[src/rtl/udp_pkg.sv]
// Shared definitions for the UDP payload datapath: byte width, payload limit
// and the TX arbiter state encoding.
package udp_pkg;

  localparam int UDP_MAX_PAYLOAD = 1472;
  localparam int UDP_BYTE_W      = 8;

  localparam logic [2:0] ST_IDLE  = 3'd0;
  localparam logic [2:0] ST_GRANT = 3'd1;
  localparam logic [2:0] ST_XFER  = 3'd2;
  localparam logic [2:0] ST_DRAIN = 3'd3;
  localparam logic [2:0] ST_GAP   = 3'd4;

endpackage

[src/rtl/rr_pick.sv]
// Combinational round-robin selector: first asserted request found scanning
// upward from last_grant+1, wrapping modulo N_SRC.
module rr_pick #(
  parameter int N_SRC = 4,
  parameter int IDW   = $clog2(N_SRC)
) (
  input  logic [N_SRC-1:0] req,
  input  logic [IDW-1:0]   last_grant,
  output logic [IDW-1:0]   grant_idx,
  output logic             any_req
);

  always_comb begin
    int unsigned w_idx;
    logic        w_found;
    w_idx     = '0;
    w_found   = 1'b0;
    grant_idx = last_grant;
    // k = N_SRC lands back on last_grant, so it only wins when it is the sole requester
    for (int unsigned k = 1; k <= N_SRC; k++) begin
      w_idx = 32'(last_grant) + k;
      if (w_idx >= N_SRC) w_idx = w_idx - N_SRC;
      if (!w_found && req[w_idx[IDW-1:0]]) begin
        grant_idx = w_idx[IDW-1:0];
        w_found   = 1'b1;
      end
    end
  end

  assign any_req = |req;

endmodule

[src/rtl/udp_tx_arbiter.sv]
// Round-robin arbiter sharing the UDP payload byte stream between N_SRC sources,
// with per-packet length limit and a fixed inter-packet idle gap.
//
// state | meaning
// IDLE  | no packet in flight, waiting for any src_req
// GRANT | one cycle: latch next round-robin winner, clear length count
// XFER  | granted source wired through to the framer
// DRAIN | packet truncated at MAX_LEN; swallow remaining bytes up to last
// GAP   | GAP_CYCLES idle cycles so the framer can close the datagram
module udp_tx_arbiter
  import udp_pkg::*;
#(
  parameter int N_SRC      = 4,
  parameter int MAX_LEN    = UDP_MAX_PAYLOAD,
  parameter int GAP_CYCLES = 12,
  parameter int IDW        = $clog2(N_SRC)
) (
  input  logic                        clk,
  input  logic                        rst_n,
  input  logic [N_SRC-1:0]            src_req,
  input  logic [UDP_BYTE_W*N_SRC-1:0] src_data,
  input  logic [N_SRC-1:0]            src_valid,
  input  logic [N_SRC-1:0]            src_last,
  output logic [N_SRC-1:0]            src_ready,
  output logic [UDP_BYTE_W-1:0]       udp_data,
  output logic                        udp_valid,
  output logic                        udp_last,
  input  logic                        udp_ready,
  output logic [IDW-1:0]              grant_id,
  output logic                        busy,
  output logic                        err_len
);

  localparam int GW = $clog2(GAP_CYCLES + 1);

  logic [2:0]            r_state;
  logic [IDW-1:0]        r_grant;
  logic [IDW-1:0]        r_last_grant;
  logic [10:0]           r_len;
  logic [GW-1:0]         r_gap;

  logic [IDW-1:0]        w_pick;
  logic                  w_any_req;
  logic [UDP_BYTE_W-1:0] w_sel_data;
  logic                  w_sel_valid;
  logic                  w_sel_last;
  logic                  w_in_xfer;
  logic                  w_in_drain;
  logic                  w_beat;
  logic                  w_len_tc;

  rr_pick #(
    .N_SRC (N_SRC),
    .IDW   (IDW)
  ) u_rr_pick (
    .req        (src_req),
    .last_grant (r_last_grant),
    .grant_idx  (w_pick),
    .any_req    (w_any_req)
  );

  always_comb begin
    w_sel_data  = '0;
    w_sel_valid = 1'b0;
    w_sel_last  = 1'b0;
    for (int i = 0; i < N_SRC; i++) begin
      if (r_grant == IDW'(i)) begin
        w_sel_data  = src_data[i*UDP_BYTE_W +: UDP_BYTE_W];
        w_sel_valid = src_valid[i];
        w_sel_last  = src_last[i];
      end
    end
  end

  assign w_in_xfer  = (r_state == ST_XFER);
  assign w_in_drain = (r_state == ST_DRAIN);
  assign w_beat     = w_in_xfer & w_sel_valid & udp_ready;
  assign w_len_tc   = (r_len == 11'(MAX_LEN - 1));

  assign udp_data  = w_in_xfer ? w_sel_data : '0;
  assign udp_valid = w_in_xfer & w_sel_valid;
  assign udp_last  = udp_valid & (w_sel_last | w_len_tc);
  assign err_len   = w_beat & w_len_tc & ~w_sel_last;
  assign busy      = (r_state != ST_IDLE);
  assign grant_id  = r_grant;

  // DRAIN accepts regardless of udp_ready: those bytes never reach the framer
  always_comb begin
    src_ready = '0;
    for (int i = 0; i < N_SRC; i++) begin
      if (r_grant == IDW'(i)) src_ready[i] = (w_in_xfer & udp_ready) | w_in_drain;
    end
  end

  always_ff @(posedge clk) begin
    if (!rst_n) begin
      r_state      <= ST_IDLE;
      r_grant      <= '0;
      r_last_grant <= IDW'(N_SRC - 1);
      r_len        <= '0;
      r_gap        <= '0;
    end else begin
      case (r_state)
        ST_IDLE: begin
          if (w_any_req) r_state <= ST_GRANT;
        end
        ST_GRANT: begin
          r_len <= '0;
          if (w_any_req) begin
            r_grant <= w_pick;
            r_state <= ST_XFER;
          end else begin
            r_state <= ST_IDLE;
          end
        end
        ST_XFER: begin
          if (w_beat) begin
            if (w_sel_last) begin
              r_last_grant <= r_grant;
              r_gap        <= GW'(GAP_CYCLES - 1);
              r_state      <= ST_GAP;
            end else if (w_len_tc) begin
              r_state <= ST_DRAIN;
            end else begin
              r_len <= r_len + 11'd1;
            end
          end
        end
        ST_DRAIN: begin
          if (w_sel_valid && w_sel_last) begin
            r_last_grant <= r_grant;
            r_gap        <= GW'(GAP_CYCLES - 1);
            r_state      <= ST_GAP;
          end
        end
        ST_GAP: begin
          if (r_gap == '0) r_state <= w_any_req ? ST_GRANT : ST_IDLE;
          else             r_gap   <= r_gap - 1'b1;
        end
        default: r_state <= ST_IDLE;
      endcase
    end
  end

endmodule

[config.mk]
export PLATFORM = sky130hd
export DESIGN_NAME = udp_tx_arbiter
export DESIGN_NICKNAME = d
export VERILOG_FILES = /design/src/rtl/udp_pkg.sv /design/src/rtl/rr_pick.sv /design/src/rtl/udp_tx_arbiter.sv
export SDC_FILE = /design/constraint.sdc
export NUM_CORES = 1
export LEC_CHECK = 0
export ABC_AREA = 1
export BUFFER_PORTS_ARGS = -buffer_cell sky130_fd_sc_hd__buf_2
export CORE_MARGIN = 1.5
export CORE_UTILIZATION = 38
export CTS_CLUSTER_DIAMETER = 200
export CTS_CLUSTER_SIZE = 40
export DETAILED_ROUTE_END_ITERATION = 6
export GPL_TIMING_DRIVEN = 0
export PLACE_DENSITY = 0.65
export SLEW_MARGIN = 20
export SYNTH_ARGS = -nofsm -noshare
export SYNTH_HDL_FRONTEND = slang
export SYNTH_SLANG_ARGS = --single-unit
[constraint.sdc]
create_clock -name clk -period 1.4 [get_ports clk]
set_input_delay 0.28 -clock clk [delete_from_list [all_inputs] [get_ports clk]]
set_output_delay 0.28 -clock clk [all_outputs]
set_load 0.03 [all_outputs]
==> qor.txt, run 1 <==
Outcome -> finished, violations left
Failing checks -> negative setup slack
Critical path data arrival time -> 1.57 ns
Share of layout cells above drive strength 1 -> 0.530
Clock buffer depth -> 2
Wire per inst -> 14.5 um
Fin nets -> 486
RSZ-0062 raised after global routing -> true
DR iter-0 viols -> 116
Yosys warns -> 0
Final Wtd Congestion -> 0.889
Via count -> 2648
Cell variety after synth -> 37
DIE HEIGHT -> 74.6 um
Ys async rst share -> 0
Setup crit end kind -> primary output
Cell Rows -> 25
Antenna Cells -> 0
Final Max Tran Viols -> 0
Setup crit start kind -> flip-flop
Cells after Synth -> 324
Final worst-path setup slack -> -0.448 ns
Root Driver -> clkbuf_8
R2R setup slack -> -0.36 ns
Die X-Extent -> 74.6 um
Final Skew -> 0.00272 ns
Starting Density -> 0.405
CTS tree -> built
Hold Path Cell Cnt -> 2
Final setup fails -> 35
HP Class -> primary input to flip-flop
First-pass GRT wire length -> 11.2 mm
DR pass1 iterations -> 5
Max Freq -> 0.541 GHz
Final Power -> 6540 uW
Worst slack, placed -> -0.407 ns
# DRC -> 0
Tcrit/Tclk final -> 1.32
Sequential area share after synthesis -> 0.226
R2R depth -> 12
Port buffer count -> 64
Synthesized cell area -> 1950 um2
Largest net degree at the start of global routing -> 14
DP Wirelength -> 4.41 mm
Die ar. -> 5570 um2
Clock transition at the registers of the reported paths -> 0.08 ns
Grt total ovfl -> 0
Post-synth EDFFs -> 0
Final hold violations -> 0
Synth Register Bits -> 22
Most frequent cells in the layout -> nand2_1 (66), buf_2 (49), buf_4 (31)
P per Cell Area -> 1860 nW/um2
CTS Buf Count -> 3
Critical path fanouts, max -> 5
WP data required -> 1.12 ns
Leak pwr -> 0.00153 uW
Critical path class -> flip-flop to primary output
VDD IR max -> 0.000923 V
Top Ports -> 65
Sink Count -> 22
Vias in the first global route -> 2539
Top post-synthesis cells by area -> dfxtp_1 (23%), nand2_1 (16%), nand3_1 (8.5%)
Syn_nets -> 373
FILL cells -> 371
Vias per std cell -> 5.26
Commonest non-fill, non-tap cell in the layout -> nand2_1
Core area -> 4820 um2
Total routed wirelength -> 7.29 mm
Relative slew slack -> 0.617
MaxCap Viol Count -> 0
Top-area cell type share of the netlist area -> 0.226
Syn avg cell area -> 6.02 um2
Slew @ Worst Pin -> 0.574 ns
Htree depth -> 1
Initial antenna violation count -> 0
Gr usage total -> 0.254
Final Critical Period -> 1.85 ns
Worst-Skew Late Latency -> 0.27 ns
Area growth syn-to-layout -> 80.3%
ANT nets after route -> 0
Main synth FF type -> dfxtp_1
Area leader, netlist -> dfxtp_1
## critical path, cell delays in order, from the launching register on
cell	delay (ns)
dfxtp_2	0.39
nand2_1	0.09
or4_4	0.53
nor3_4	0.13
buf_6	0.15
## Yosys cell counts (2+ instances only)
cell type and count:
nand2_2 5, xnor2_1 3, inv_1 37, nand4_1 5
nor3_1 6, clkbuf_1 2, a21oi_1 25, nand3_1 33
dfxtp_1 22, o22ai_1 2, xor2_1 6, o211ai_1 2
a221o_1 4, o21a_1 2, buf_2 2, buf_6 3
ha_1 2, o21ai_0 18, nor2_4 3, nand2_4 2
nor2_1 43, nand2_1 82
## sequential cells by signal, indices dropped and copies added, names as in the netlist
signal        count
r_len            11
r_gap             4
r_state           3
grant_id          2
r_last_grant      2
## final timing paths
check,start,to
worst min register to register,r_len[10],r_len[10]
worst max-delay path,r_len[7],err_len
worst max register to register,grant_id[0],r_len[4]
worst min-delay path,rst_n,r_last_grant[0]
## layer usage
| metal | up-vias | share of wire | GRT usage |
|---|---|---|---|
| met5 | - | 0 | 0 |
| met4 | 0 | 0.029 | 0.0949 |
| met3 | 23 | 0.033 | 0.0321 |
| met2 | 92 | 0.54 | 0.491 |
| met1 | 1237 | 0.40 | 0.282 |
| li1 | 1296 | - | - |
## where the power goes
group	switching (uW)	total, uW	internal [uW]
clock	224	607	383
combinational	2710	4910	2190
sequential	203	1030	822
total	3140	6540	3400
## area by class of cell
type                    instances  area (um2)  area share
multi-input cells             255        1730       0.493
repair buffers                109         862       0.245
flip-flops and latches         22         488       0.139
inverters                      38         165      0.0470
plain buffers                   8         110      0.0313
well taps                      67        83.8      0.0239
clock buffers                   3        41.3      0.0117
clock inverters                 1        30.0     0.00854
## metrics by stage
step            util  hold slack (ns)  TNS, ns  std cells  cell area, um2
6_report       0.730            0.282   -11.22        503            3510
5_1_grt        0.730            0.311   -14.28        503            3510
4_1_cts        0.674            0.278   -11.34        494            3250
3_5_place_dp   0.527            0.485    -9.35        455            2540
3_3_place_gp   0.527            0.489    -8.95        455            2540
2_1_floorplan      -            0.364    -3.75        324            2140
## cell families (layout without fill, tap and decap cells)
group	Yosys count	in the layout	share of synthesized area
AND/OR/NAND/NOR	188	188	0.450
AO/OA/AOI/OAI	56	56	0.166
buffers and inverters	47	159	0.105
flip-flops	22	22	0.226
XOR/XNOR	9	9	0.0404
adder cells (fa/ha/maj)	2	2	0.0128
## repair_timing
action | 4_1_cts | 5_1_grt
hold buffers | 0 | 0
resized for setup | 99 | 63
setup endpoints to repair | 38 | 38
pin swaps | 31 | 23
cloned | 3 | 1
setup buffers | 33 | 10
No activity file was read; power rests on OpenSTA's default activity.
==> run 2, diff against run 1 <==
--- a/config.mk
+++ b/config.mk
@@ -6,14 +6,13 @@
 export NUM_CORES = 1
 export LEC_CHECK = 0
 export ABC_AREA = 1
-export BUFFER_PORTS_ARGS = -buffer_cell sky130_fd_sc_hd__buf_2
 export CORE_MARGIN = 1.5
 export CORE_UTILIZATION = 38
 export CTS_CLUSTER_DIAMETER = 200
 export CTS_CLUSTER_SIZE = 40
 export DETAILED_ROUTE_END_ITERATION = 6
+export DONT_BUFFER_PORTS = 1
 export GPL_TIMING_DRIVEN = 0
-export PLACE_DENSITY = 0.65
 export SLEW_MARGIN = 20
 export SYNTH_ARGS = -nofsm -noshare
 export SYNTH_HDL_FRONTEND = slang
==> qor.txt, run 2 (synthesis gave the netlist of run 1 again) <==
Critical path fanouts, max -> 5 (unchanged)
Top Ports -> 65 (unchanged)
Total routed wirelength -> 6.46 mm (was 7.29 mm)
Max Freq -> 0.506 GHz (was 0.541 GHz)
RSZ-0062 raised after global routing -> true (unchanged)
Final Critical Period -> 1.98 ns (was 1.85 ns)
ANT nets after route -> 0 (unchanged)
Hold_sp -> rst_n (unchanged)
MaxCap Viol Count -> 0 (unchanged)
Port buffer count -> 0 (was 64)
Clock transition at the registers of the reported paths -> 0.08 ns (about the same)
Outcome -> finished, violations left (unchanged)
Share of layout cells above drive strength 1 -> 0.443 (was 0.530)
Final hold violations -> 0 (unchanged)
Max FFs per register -> 11 (unchanged)
Via count -> 2338 (was 2648)
Die ar. -> 5570 um2 (unchanged)
Psw -> 3040 uW (was 3140 uW)
Slew @ Worst Pin -> 0.563 ns (was 0.574 ns)
Final worst-path setup slack -> -0.578 ns (was -0.448 ns)
Wire per inst -> 14.9 um (was 14.5 um)
DIE HEIGHT -> 74.6 um (unchanged)
Hold EP -> r_last_grant[1] (was r_last_grant[0])
First-pass GRT wire length -> 9.65 mm (was 11.2 mm)
# DRC -> 0 (unchanged)
Clock buffer depth -> 2 (unchanged)
HP Class -> primary input to flip-flop (unchanged)
Critical path class -> flip-flop to primary output (unchanged)
Setup TNS -> -15.54 ns (was -11.22 ns)
Final setup fails -> 35 (unchanged)
Area growth syn-to-layout -> 53.8% (was 80.3%)
Antenna Cells -> 0 (unchanged)
Initial antenna violation count -> 0 (unchanged)
Final Wtd Congestion -> 0.866 (was 0.889)
Core area -> 4820 um2 (unchanged)
Grt total ovfl -> 0 (unchanged)
DP Wirelength -> 4.02 mm (was 4.41 mm)
Combinational fraction of design power -> 0.733 (was 0.750)
DR iter-0 viols -> 103 (was 116)
Final Max Tran Viols -> 0 (unchanged)
Most frequent cells in the layout -> nand2_1 (65), nor2_1 (31), buf_4 (28) (was nand2_1 (66), buf_2 (49), buf_4 (31))
Dpl cell area -> 2220 um2 (was 2540 um2)
Gr usage total -> 0.223 (was 0.254)
Failing checks -> negative setup slack (unchanged)
Worst reg2reg path startpoint -> grant_id[0] (unchanged)
Htree depth -> 1 (unchanged)
DR pass1 iterations -> 4 (was 5)
Setup crit start kind -> flip-flop (unchanged)
Tcrit/Tclk final -> 1.41 (was 1.32)
Fin nets -> 416 (was 486)
Largest net degree at the start of global routing -> 14 (unchanged)
CTS Buf Count -> 3 (unchanged)
R2R depth -> 13 (was 12)
Die X-Extent -> 74.6 um (unchanged)
Relative slew slack -> 0.625 (was 0.617)
Clk pwr share -> 0.091 (was 0.093)
Worst slack, placed -> -0.397 ns (was -0.407 ns)
Hold Path Cell Cnt -> 1 (was 2)
Commonest non-fill, non-tap cell in the layout -> nand2_1 (unchanged)
Leak pwr -> 0.00122 uW (was 0.00153 uW)
Cell Rows -> 25 (unchanged)
Worst-Skew Late Latency -> 0.27 ns (about the same)
Setup crit end kind -> primary output (unchanged)
Sw frac -> 0.507 (was 0.480)
Vias in the first global route -> 2095 (was 2539)
Starting Density -> 0.405 (unchanged)
Largest Register -> r_len (unchanged)
Vias per std cell -> 5.40 (was 5.26)
VDD IR max -> 0.000876 V (was 0.000923 V)
P per Cell Area -> 2000 nW/um2 (was 1860 nW/um2)
Final Util -> 0.622 (was 0.730)
Reg power frac -> 0.176 (was 0.157)
Biggest regs -> r_len x11, r_gap x4, r_state x3 (unchanged)
Final Skew -> 0.00977 ns (was 0.00272 ns)
Hold buffer count at cts -> 0 (unchanged)
WHS -> 0.0878 ns (was 0.282 ns)
CTS tree -> built (unchanged)
Reg2reg end -> r_len[10] (was r_len[4])
Root Driver -> clkbuf_8 (unchanged)
Critical path data arrival time -> 1.70 ns (was 1.57 ns)
Power Internal -> 2960 uW (was 3400 uW)
R2R setup slack -> -0.48 ns (was -0.36 ns)
Cell area after layout -> 3000 um2 (was 3510 um2)
WP data required -> 1.12 ns (about the same)
FILL cells -> 429 (was 371)
Sink Count -> 22 (unchanged)
==> run 2: cell type report <==
| cell class | count | area (um2) | share of cell area |
|---|---|---|---|
| Multi-Input combinational cell | 255 | 1710 | 0.570 |
| Sequential cell | 22 | 490 | 0.164 |
| Timing Repair Buffer | 38 | 375 | 0.125 |
| Inverter | 38 | 163 | 0.0543 |
| Buffer | 9 | 110 | 0.0367 |
| Tap cell | 67 | 83.8 | 0.0280 |
| Clock buffer | 4 | 66.3 | 0.0221 |
==> run 2: per-layer routing <==
metal,vias to the layer above,part of all wire,global-route usage
met1,1122,0.43,0.268
met2,52,0.53,0.417
met3,12,0.030,0.0375
li1,1152,-,-
met5,-,0,0
met4,0,0.016,0.0485
==> run 2: critical path, cell delays in order, from the launching register on <==
cell and delay, ns:
dfxtp_4 0.43, buf_12 0.15, inv_8 0.04, buf_8 0.12
nor2_4 0.16, a221o_1 0.20, o21ai_2 0.08, a21oi_4 0.25
==> run 2: through the flow <==
| step | cells | total power [uW] |
|---|---|---|
| after global routing | 433 | 6390 |
| after detailed placement | 391 | 3920 |
| final | 433 | 6000 |
| after floorplan | 324 | 3440 |
| after global placement | 391 | 3900 |
| after CTS | 422 | 5240 |
==> run 2: power by group through the flow <==
stage	combinational, uW	sequential, uW	clock [uW]
after detailed placement	2880	1040	0
after global placement	2860	1040	0
after floorplan	2440	1000	0
after CTS	3660	1030	552
after global routing	4730	1090	572
final	4390	1060	547
==> run 2: repair_timing <==
item / CTS / global route
buffers inserted: 26 / 10
gates cloned: 1 / 1
gates resized for setup: 56 / 58
pin swaps: 25 / 27
setup endpoints to repair: 38 / 38
==> run 2: worst max-delay path by stage <==
stage	from	end	slack, ns
after floorplan	grant_id[0]	udp_data[0]	-0.24
after global placement	r_len[0]	r_len[6]	-0.39
after detailed placement	r_len[0]	r_len[3]	-0.40
after CTS	grant_id[0]	udp_data[2]	-0.51
after global routing	grant_id[0]	udp_data[1]	-0.63
final	grant_id[0]	udp_data[2]	-0.58
